File: config.mk
export PLATFORM = sky130hd
export DESIGN_NAME = alu_ctrl_unit
export DESIGN_NICKNAME = d
export VERILOG_FILES = /design/src/rtl/alu_ctrl_pkg.sv /design/src/rtl/alu_ctrl_decode.sv /design/src/rtl/alu_ctrl_unit.sv
export SDC_FILE = /design/constraint.sdc
export NUM_CORES = 1
export LEC_CHECK = 0
export ABC_AREA = 1
export BUFFER_PORTS_ARGS = -buffer_cell sky130_fd_sc_hd__buf_2
export CORE_ASPECT_RATIO = 0.75
export CORE_MARGIN = 5
export CORE_UTILIZATION = 52
export DETAILED_ROUTE_END_ITERATION = 8
export PLACE_DENSITY_LB_ADDON = 0.08
export RECOVER_POWER = 25
export SLEW_MARGIN = 20
export SYNTH_ARGS = -nofsm -noshare
export SYNTH_HDL_FRONTEND = slang
export SYNTH_SLANG_ARGS = --single-unit
export TNS_END_PERCENT = 100
File: constraint.sdc
create_clock -name clk -period 2.15 [get_ports clk]
set_clock_uncertainty 0.15 [all_clocks]
set_input_delay 0.3225 -clock clk [delete_from_list [all_inputs] [get_ports clk]]
set_output_delay 0.3225 -clock clk [all_outputs]
set_load 0.01 [all_outputs]
File: src/rtl/alu_ctrl_pkg.sv
// Shared ALU control codes, alu_op/opcode/funct7 constants, FSM encoding and decode helpers.
// Pure declarations: no latency, no flow control.
package alu_ctrl_pkg;

  localparam logic [3:0] ALU_ADD  = 4'h0;
  localparam logic [3:0] ALU_SUB  = 4'h1;
  localparam logic [3:0] ALU_SLL  = 4'h2;
  localparam logic [3:0] ALU_SLT  = 4'h3;
  localparam logic [3:0] ALU_SLTU = 4'h4;
  localparam logic [3:0] ALU_XOR  = 4'h5;
  localparam logic [3:0] ALU_SRL  = 4'h6;
  localparam logic [3:0] ALU_SRA  = 4'h7;
  localparam logic [3:0] ALU_OR   = 4'h8;
  localparam logic [3:0] ALU_AND  = 4'h9;
  localparam logic [3:0] ALU_MUL  = 4'hA;
  localparam logic [3:0] ALU_MULH = 4'hB;
  localparam logic [3:0] ALU_DIV  = 4'hC;
  localparam logic [3:0] ALU_DIVU = 4'hD;
  localparam logic [3:0] ALU_REM  = 4'hE;
  localparam logic [3:0] ALU_REMU = 4'hF;

  localparam logic [1:0] AOP_MEM    = 2'b00;
  localparam logic [1:0] AOP_BRANCH = 2'b01;
  localparam logic [1:0] AOP_RTYPE  = 2'b10;
  localparam logic [1:0] AOP_ITYPE  = 2'b11;

  localparam logic [6:0] OPC_R_TYPE = 7'b0110011;
  localparam logic [6:0] OPC_I_TYPE = 7'b0010011;

  localparam logic [6:0] F7_BASE = 7'b0000000;
  localparam logic [6:0] F7_ALT  = 7'b0100000;
  localparam logic [6:0] F7_MEXT = 7'b0000001;

  typedef enum logic [1:0] {
    ST_IDLE  = 2'd0,
    ST_VALID = 2'd1,
    ST_WAIT  = 2'd2
  } state_e;

  function automatic logic [3:0] base_op(input logic [2:0] f3);
    logic [3:0] r;
    case (f3)
      3'b000:  r = ALU_ADD;
      3'b001:  r = ALU_SLL;
      3'b010:  r = ALU_SLT;
      3'b011:  r = ALU_SLTU;
      3'b100:  r = ALU_XOR;
      3'b101:  r = ALU_SRL;
      3'b110:  r = ALU_OR;
      default: r = ALU_AND;
    endcase
    return r;
  endfunction

  // MULHSU and MULHU share the MULH code; the ALU resolves signedness itself.
  function automatic logic [3:0] mext_op(input logic [2:0] f3);
    logic [3:0] r;
    case (f3)
      3'b000:  r = ALU_MUL;
      3'b001,
      3'b010,
      3'b011:  r = ALU_MULH;
      3'b100:  r = ALU_DIV;
      3'b101:  r = ALU_DIVU;
      3'b110:  r = ALU_REM;
      default: r = ALU_REMU;
    endcase
    return r;
  endfunction

endpackage

File: src/rtl/alu_ctrl_decode.sv
// Combinational {opcode,funct3,funct7,alu_op} -> {code, illegal, multicycle}.
// Zero latency, no flow control; illegal encodings report ADD.
module alu_ctrl_decode
  import alu_ctrl_pkg::*;
#(
  parameter int EN_MEXT = 1
) (
  input  logic [6:0] opcode_i,
  input  logic [2:0] funct3_i,
  input  logic [6:0] funct7_i,
  input  logic [1:0] alu_op_i,
  output logic [3:0] code_o,
  output logic       illegal_o,
  output logic       multicycle_o
);

  always_comb begin
    code_o       = ALU_ADD;
    illegal_o    = 1'b0;
    multicycle_o = 1'b0;
    case (alu_op_i)
      AOP_MEM: code_o = ALU_ADD;
      AOP_BRANCH: begin
        case (funct3_i[2:1])
          2'b00:   code_o = ALU_SUB;
          2'b10:   code_o = ALU_SLT;
          2'b11:   code_o = ALU_SLTU;
          default: illegal_o = 1'b1;
        endcase
      end
      AOP_RTYPE: begin
        if (opcode_i != OPC_R_TYPE) begin
          illegal_o = 1'b1;
        end else begin
          case (funct7_i)
            F7_BASE: code_o = base_op(funct3_i);
            F7_ALT: begin
              if (funct3_i == 3'b000)      code_o = ALU_SUB;
              else if (funct3_i == 3'b101) code_o = ALU_SRA;
              else                         illegal_o = 1'b1;
            end
            F7_MEXT: begin
              if (EN_MEXT != 0) begin
                code_o       = mext_op(funct3_i);
                multicycle_o = funct3_i[2];
              end else begin
                illegal_o = 1'b1;
              end
            end
            default: illegal_o = 1'b1;
          endcase
        end
      end
      default: begin
        // I-type: funct7 carries shift type only, so it is ignored elsewhere.
        if (funct3_i == 3'b001 && funct7_i != F7_BASE) begin
          illegal_o = 1'b1;
        end else if (funct3_i == 3'b101) begin
          if (funct7_i == F7_BASE)     code_o = ALU_SRL;
          else if (funct7_i == F7_ALT) code_o = ALU_SRA;
          else                         illegal_o = 1'b1;
        end else begin
          code_o = base_op(funct3_i);
        end
      end
    endcase
  end

endmodule

File: src/rtl/alu_ctrl_unit.sv
// Registered ALU control decoder: latency 1 for single-cycle ops, DIV_CYCLES of busy for divides.
// valid/ready on both sides; outputs hold while out_ready is low and in_ready drops.
module alu_ctrl_unit
  import alu_ctrl_pkg::*;
#(
  parameter int CTRL_W     = 4,
  parameter int EN_MEXT    = 1,
  parameter int DIV_CYCLES = 32
) (
  input  logic              clk,
  input  logic              rst,
  input  logic              flush,
  input  logic              in_valid,
  output logic              in_ready,
  input  logic [6:0]        opcode,
  input  logic [2:0]        funct3,
  input  logic [6:0]        funct7,
  input  logic [1:0]        alu_op,
  output logic              out_valid,
  input  logic              out_ready,
  output logic [CTRL_W-1:0] alu_ctrl,
  output logic              illegal,
  output logic              busy
);

  localparam int CNT_W = $clog2(DIV_CYCLES);
  localparam logic [CNT_W-1:0] CNT_LOAD = CNT_W'(DIV_CYCLES - 1);

  state_e           state_q, state_d;
  logic [CNT_W-1:0] cnt_q, cnt_d;
  logic [3:0]       code_q, code_d;
  logic             illegal_q, illegal_d;

  logic [3:0] dec_code;
  logic       dec_illegal;
  logic       dec_multi;

  alu_ctrl_decode #(.EN_MEXT(EN_MEXT)) u_decode (
    .opcode_i     (opcode),
    .funct3_i     (funct3),
    .funct7_i     (funct7),
    .alu_op_i     (alu_op),
    .code_o       (dec_code),
    .illegal_o    (dec_illegal),
    .multicycle_o (dec_multi)
  );

  always_ff @(posedge clk) begin
    if (!rst) begin
      state_q   <= ST_IDLE;
      cnt_q     <= '0;
      code_q    <= ALU_ADD;
      illegal_q <= 1'b0;
    end else begin
      state_q   <= state_d;
      cnt_q     <= cnt_d;
      code_q    <= code_d;
      illegal_q <= illegal_d;
    end
  end

  always_comb begin
    state_d   = state_q;
    cnt_d     = cnt_q;
    code_d    = code_q;
    illegal_d = illegal_q;
    if (flush) begin
      state_d   = ST_IDLE;
      cnt_d     = '0;
      code_d    = ALU_ADD;
      illegal_d = 1'b0;
    end else begin
      case (state_q)
        ST_IDLE, ST_VALID: begin
          // In VALID a new request is only taken when the current result leaves.
          if (state_q == ST_IDLE || out_ready) begin
            if (in_valid) begin
              code_d    = dec_code;
              illegal_d = dec_illegal;
              if (dec_multi) begin
                state_d = ST_WAIT;
                cnt_d   = CNT_LOAD;
              end else begin
                state_d = ST_VALID;
              end
            end else begin
              state_d = ST_IDLE;
            end
          end
        end
        ST_WAIT: begin
          if (cnt_q == '0) state_d = ST_VALID;
          else             cnt_d   = cnt_q - CNT_W'(1);
        end
        default: state_d = ST_IDLE;
      endcase
    end
  end

  always_comb begin
    in_ready  = 1'b0;
    out_valid = 1'b0;
    busy      = 1'b0;
    case (state_q)
      ST_IDLE:  in_ready = rst;
      ST_VALID: begin
        out_valid = 1'b1;
        in_ready  = rst & out_ready;
      end
      ST_WAIT:  busy = 1'b1;
      default:  in_ready = 1'b0;
    endcase
  end

  assign alu_ctrl = CTRL_W'(code_q);
  assign illegal  = illegal_q;

endmodule

## Word level (Yosys, flattened, before mapping)

Cells that the tools add are included.

| word-level totals | value |
|---|---|
| flip-flop bits (word level) | 12 |
| output and inout port bits | 8 |

| cells by class | value |
|---|---|
| add/subtract/negate cells | 1 |
| equal/unequal tests | 20 |
| multiplexer cells | 39 |
| bitwise logic cells | 2 |
| reductions and logical operators | 18 |

Operators with widths:

| cell | number |
|---|---|
| 4-bit one-hot mux with 7 select lines | 1 |
| 4-bit one-hot mux with 3 select lines | 2 |
| 4-bit one-hot mux with 6 select lines | 1 |
| 4-bit two-way mux | 5 |
| 5-bit two-way mux | 4 |
| 3-bit one-hot mux with 5 select lines | 1 |
| 1-bit two-way mux | 13 |
| 2-bit inequality test (second input constant) | 5 |
| 5-bit one-hot mux with 2 select lines | 1 |
| 3-bit == test (second input constant) | 3 |
| 3-bit one-hot mux with 3 select lines | 1 |
| 2-bit == test (second input constant) | 4 |
| 2-bit two-way mux | 4 |
| 7-bit by 1-bit == test with 1-bit output (second input constant) | 1 |
| 7-bit by 6-bit == test with 1-bit output (second input constant) | 1 |
| 7-bit logical NOT | 1 |
| 7-bit by 6-bit inequality test with 1-bit output (second input constant) | 1 |
| 7-bit nonzero test | 1 |
| 3-bit by 2-bit == test with 1-bit output (second input constant) | 2 |
| 2-bit logical NOT | 3 |
| 3-bit two-way mux | 2 |
| 2-bit OR reduction | 3 |
| 3-bit OR reduction | 2 |
| 5-bit logical NOT | 1 |
| other kinds (15) | 17 |

## Longest topological paths before layout

| depth | value |
|---|---|
| depth in word-level cells | 8 |
| gate-level depth with buffers | 10 |
| depth with buffers taken out | 10 |

## Hierarchy

A second synthesis with hierarchy kept.

| second synthesis, totals | value |
|---|---|
| cell total of the unflattened synthesis | 204 |
| area total of the unflattened synthesis | 1127.3 sq um |

Modules (own cells, without submodules):

| module | instances | cells each | area each (sq um) |
|---|---|---|---|
| alu_ctrl_unit | 1 | 91 | 629.4 |
| alu_ctrl_decode | 1 | 113 | 498.0 |

## Least setup slack after synthesis

No wires, ideal clock.

| timing path | value |
|---|---|
| kind | input -> register |
| from | input port funct7[2] |
| to | register cnt_q[0] |
| library setup time | 114 ps |
| data arrival time | 1035 ps |
| required time | 1886 ps |
| setup slack | 851 ps |
| stages | 10 |
| path through | inv_2 -> nand2_1 -> nor2_2 -> nand3_2 -> nor2_4 -> nand2_4 -> nand2_4 -> nand2_1 -> nand2_1 -> nor2_2 |

| on the way | value |
|---|---|
| longest elaborated chain between the ends | 6 |

Ends and longest elaborated chain:

| what | line | text |
|---|---|---|
| from (decl) | alu_ctrl_unit.sv:17 | `input logic [6:0] funct7,` |
| 7-bit by 1-bit == test with 1-bit output | alu_ctrl_decode.sv:35 | `case (funct7_i)` |
| 1-bit two-way mux | alu_ctrl_decode.sv:35 |  |
| 1-bit two-way mux | alu_ctrl_decode.sv:32 | `if (opcode_i != OPC_R_TYPE) begin` |
| 1-bit two-way mux | alu_ctrl_decode.sv:21 | `case (alu_op_i)` |
| 2-bit inequality test (no source line) | -- |  |
| 5-bit AND reduction (no source line) | -- |  |
| to (signal assigned) | alu_ctrl_unit.sv:56 | `cnt_q <= cnt_d;` |
| to (decl) | alu_ctrl_unit.sv:30 | `logic [CNT_W-1:0] cnt_q, cnt_d;` |

Every way passes these cells.
A chain may end at the register's enable or synchronous reset.

## Worst setup path in the final report

| timing path | value |
|---|---|
| from | register state_q[1] |
| to | output port in_ready |

| on the way | value |
|---|---|
| longest elaborated chain between the ends | 2 |
| elaborated cells on any way between the ends | 3 |

Ends and longest elaborated chain:

| what | line | text |
|---|---|---|
| from (decl) | alu_ctrl_unit.sv:29 | `state_e state_q, state_d;` |
| from (signal assigned) | alu_ctrl_unit.sv:55 | `state_q <= state_d;` |
| 2-bit by 1-bit == test with 1-bit output / 2-bit logical NOT (equally long branches) | alu_ctrl_unit.sv:104 | `case (state_q)` |
| 1-bit one-hot mux with 2 select lines * | alu_ctrl_unit.sv:104 |  |
| to (decl) | alu_ctrl_unit.sv:14 | `output logic in_ready,` |

Every way passes the cells marked *; elsewhere a longest branch is shown, timed or not.

==> results.sh <==
export IMPL_final_setup_tns_ns=0
export IMPL_synth_commonest_cells="nand2_1 (53), nor2_1 (35), nand3_1 (24)"
export IMPL_htree_levels=1
export IMPL_power_uw=490
export IMPL_max_cap_viol_count=0
export IMPL_io_buffers=31
export IMPL_firstDrtPassIters=4
export IMPL_initialDrtViolationCount=93
export IMPL_fin_crit_ns=1.67
export IMPL_r2r_worst_path_cells=7
export IMPL_cts_made_buffers=3
export IMPL_diodes=0
export IMPL_place_hpwl_mm=2.34
export IMPL_grt_setup_unrepaired="no"
export IMPL_power_density_nw_per_um2=364
export IMPL_avgRoutedWirePerCell_um=11.1
export IMPL_multi_input_area_um2=790
export IMPL_fill_cells=217
export IMPL_grt_max_degree=10
export IMPL_timing_final_crit_share_pct=77.6
export IMPL_rows=14
export IMPL_synth_cells=197
export IMPL_synthesis_area_um2=1140
export IMPL_yosys_warnings=0
export IMPL_leakage_nw=0.690
export IMPL_critPathMaxStageDelay_ns=0.38
export IMPL_post_route_cell_area_um2=1350
export IMPL_relSlewSlack_pct=71.9
export IMPL_cpMaxStageDelayCell="dfxtp_1"
export IMPL_initial_core_util_pct=55.8
export IMPL_outcome="completed"
export IMPL_yosys_most_used_dff="dfxtp_1"
export IMPL_peakVddDrop_mv=0.333
export IMPL_critPathArrivalTime_ns=1.20
export IMPL_finalWeightedCongestion=0.961
export IMPL_boundaryPins=32
export IMPL_cts_setup_buffers=0
export IMPL_cp_required_ns=1.68
export IMPL_final_seq_area_um2=240
export IMPL_yosys_top_cells_area="dfxtp_1 (21%), nand2_1 (17%), nor2_1 (11%), nand3_1 (11%), inv_1 (6.9%)"
export IMPL_viasPerCell=5.11
export IMPL_synth_top_area_share_pct=21.0
export IMPL_synth_area_per_cell_um2=5.81
export IMPL_synth_top_area_cell="dfxtp_1"
export IMPL_hold_path_depth=4
export IMPL_clock_fmax_ghz=0.599
export IMPL_clockBufferDepth=2
export IMPL_die_h_um=50.6
export IMPL_yosysSeqAreaShare_pct=21.0
export IMPL_drive_gt1_share_pct=25.1
export IMPL_hold_path_class="input pin to flip-flop"
export IMPL_fin_ws_ns=0.482
export IMPL_grt_overflow=0
export IMPL_syn_to_final_growth_pct=17.6
export IMPL_dpl_instance_area_um2=1330
export IMPL_async_flop_share_pct=0
export IMPL_final_antenna_net_count=0
export IMPL_insertion_delay_ns=0.28
export IMPL_antenna_found_initial=0
export IMPL_cts_sinks=12
export IMPL_cts_tree="yes"
export IMPL_hold_viol_final=0
export IMPL_worstPathMaxFanout=4
export IMPL_grt_usage_pct=17.5
export IMPL_cts_root_buf="clkbuf_4"
export IMPL_post_route_drc_count=0
export IMPL_wl_mm=2.83
export IMPL_synth_cell_types=23
export IMPL_path_cells="clkinv_2, a21oi_4, nor3_1, buf_2"
export IMPL_core_area_um2=2050
export IMPL_synth_edf_count=0
export IMPL_ys_seq_elements=12
export IMPL_fp_dieArea_um2=3250
export IMPL_synth_net_count=223
export IMPL_place_ws_ns=0.614
export IMPL_cp_start_kind="flip-flop"
export IMPL_drv_slew=0
export IMPL_worstMarginPinSlew_ns=0.420
export IMPL_setup_viol=0
export IMPL_synth_most_common_cell="nand2_1"
export IMPL_num_vias=1302
export IMPL_endpoint_kind="output port"
export IMPL_cts_resized=0
export IMPL_path_clk_slew_ns=0.08
export IMPL_die_w_um=64.2
export IMPL_grt_pass1_vias=1094
export IMPL_grt_pass1_wl_mm=4.66
export IMPL_final_nets=259
export IMPL_cts_hold_fix_buffers=0
export IMPL_worst_setup_path_type="flip-flop to output port"
registers in the layout, summed over array words and instances (netlist names):
signal and flops:
cnt_q 5, alu_ctrl 4, illegal 1, state_q 2
where the power goes:
part,internal [mW],switching (mW)
Sequential,0.227,0.00280
Combinational,0.0447,0.0761
Clock,0.0650,0.0747
worst paths after layout:
path | slack, ns | to | start
max | 0.48 | in_ready | state_q[1]$_SDFFE_PP0P_
min | 0.23 | state_q[0]$_SDFFE_PP0P_ | flush
max reg2reg | 0.62 | cnt_q[2]$_SDFFE_PP0P_ | cnt_q[0]$_SDFFE_PP0P_
min reg2reg | 0.35 | cnt_q[0]$_SDFFE_PP0P_ | cnt_q[0]$_SDFFE_PP0P_
worst max-delay path: cells and delay by family, from the launching register on:
kind,cells,cell delay (ns)
AO/OA/AOI/OAI,1,0.21
AND/OR/NAND/NOR,1,0.06
buffers and inverters,2,0.27
flip-flops,1,0.38
final cells by class:
class                      count  share of cell area, %
sequential                    12                   17.9
inverter                      30                   8.47
timing repair buffer          31                   11.1
multi-input combinational    155                   58.7
clock buffer                   3                   1.67
tap                           24                   2.23
routing by layer:
layer | vias to the layer above | GRT usage (%) | wire (um)
li1 | 687 | - | -
met1 | 549 | 25.9 | 1440
met2 | 58 | 24.4 | 1040
met3 | 8 | 5.36 | 292
met4 | 0 | 4.07 | 57
met5 | - | 0 | 0
through the flow:
| stage | util [%] | hold slack, ns | std cells |
|---|---|---|---|
| 2_1_floorplan | - | 0.312 | 197 |
| 3_3_place_gp | 64.8 | 0.324 | 252 |
| 3_5_place_dp | 64.8 | 0.338 | 252 |
| 4_1_cts | 65.9 | 0.231 | 255 |
| 5_1_grt | 65.6 | 0.249 | 255 |
| 6_report | 65.6 | 0.230 | 255 |
cell families (layout without fill, tap and decap cells):
group	Yosys count	after routing	share of synthesized area [%]
DFF	12	12	21.0
and+or+nand+nor	134	134	57.3
AOI/OAI and AO/OA	19	19	9.52
adders and majority gates	2	2	2.19
buffers and inverters	30	64	9.96
layout by cell type, fill, tap and decap left out, types with 2 or more instances in the layout:
cell type,n
a21oi_1,8
buf_2,26
clkbuf_1,5
clkbuf_4,3
dfxtp_1,12
ha_1,2
inv_1,21
inv_2,7
nand2_1,53
nand2_4,3
nand3_1,24
nor2_1,35
nor2_2,5
nor2_4,7
o21ai_0,6
o21ai_1,3
or2_2,2
No activity file was read; power rests on OpenSTA's default activity.
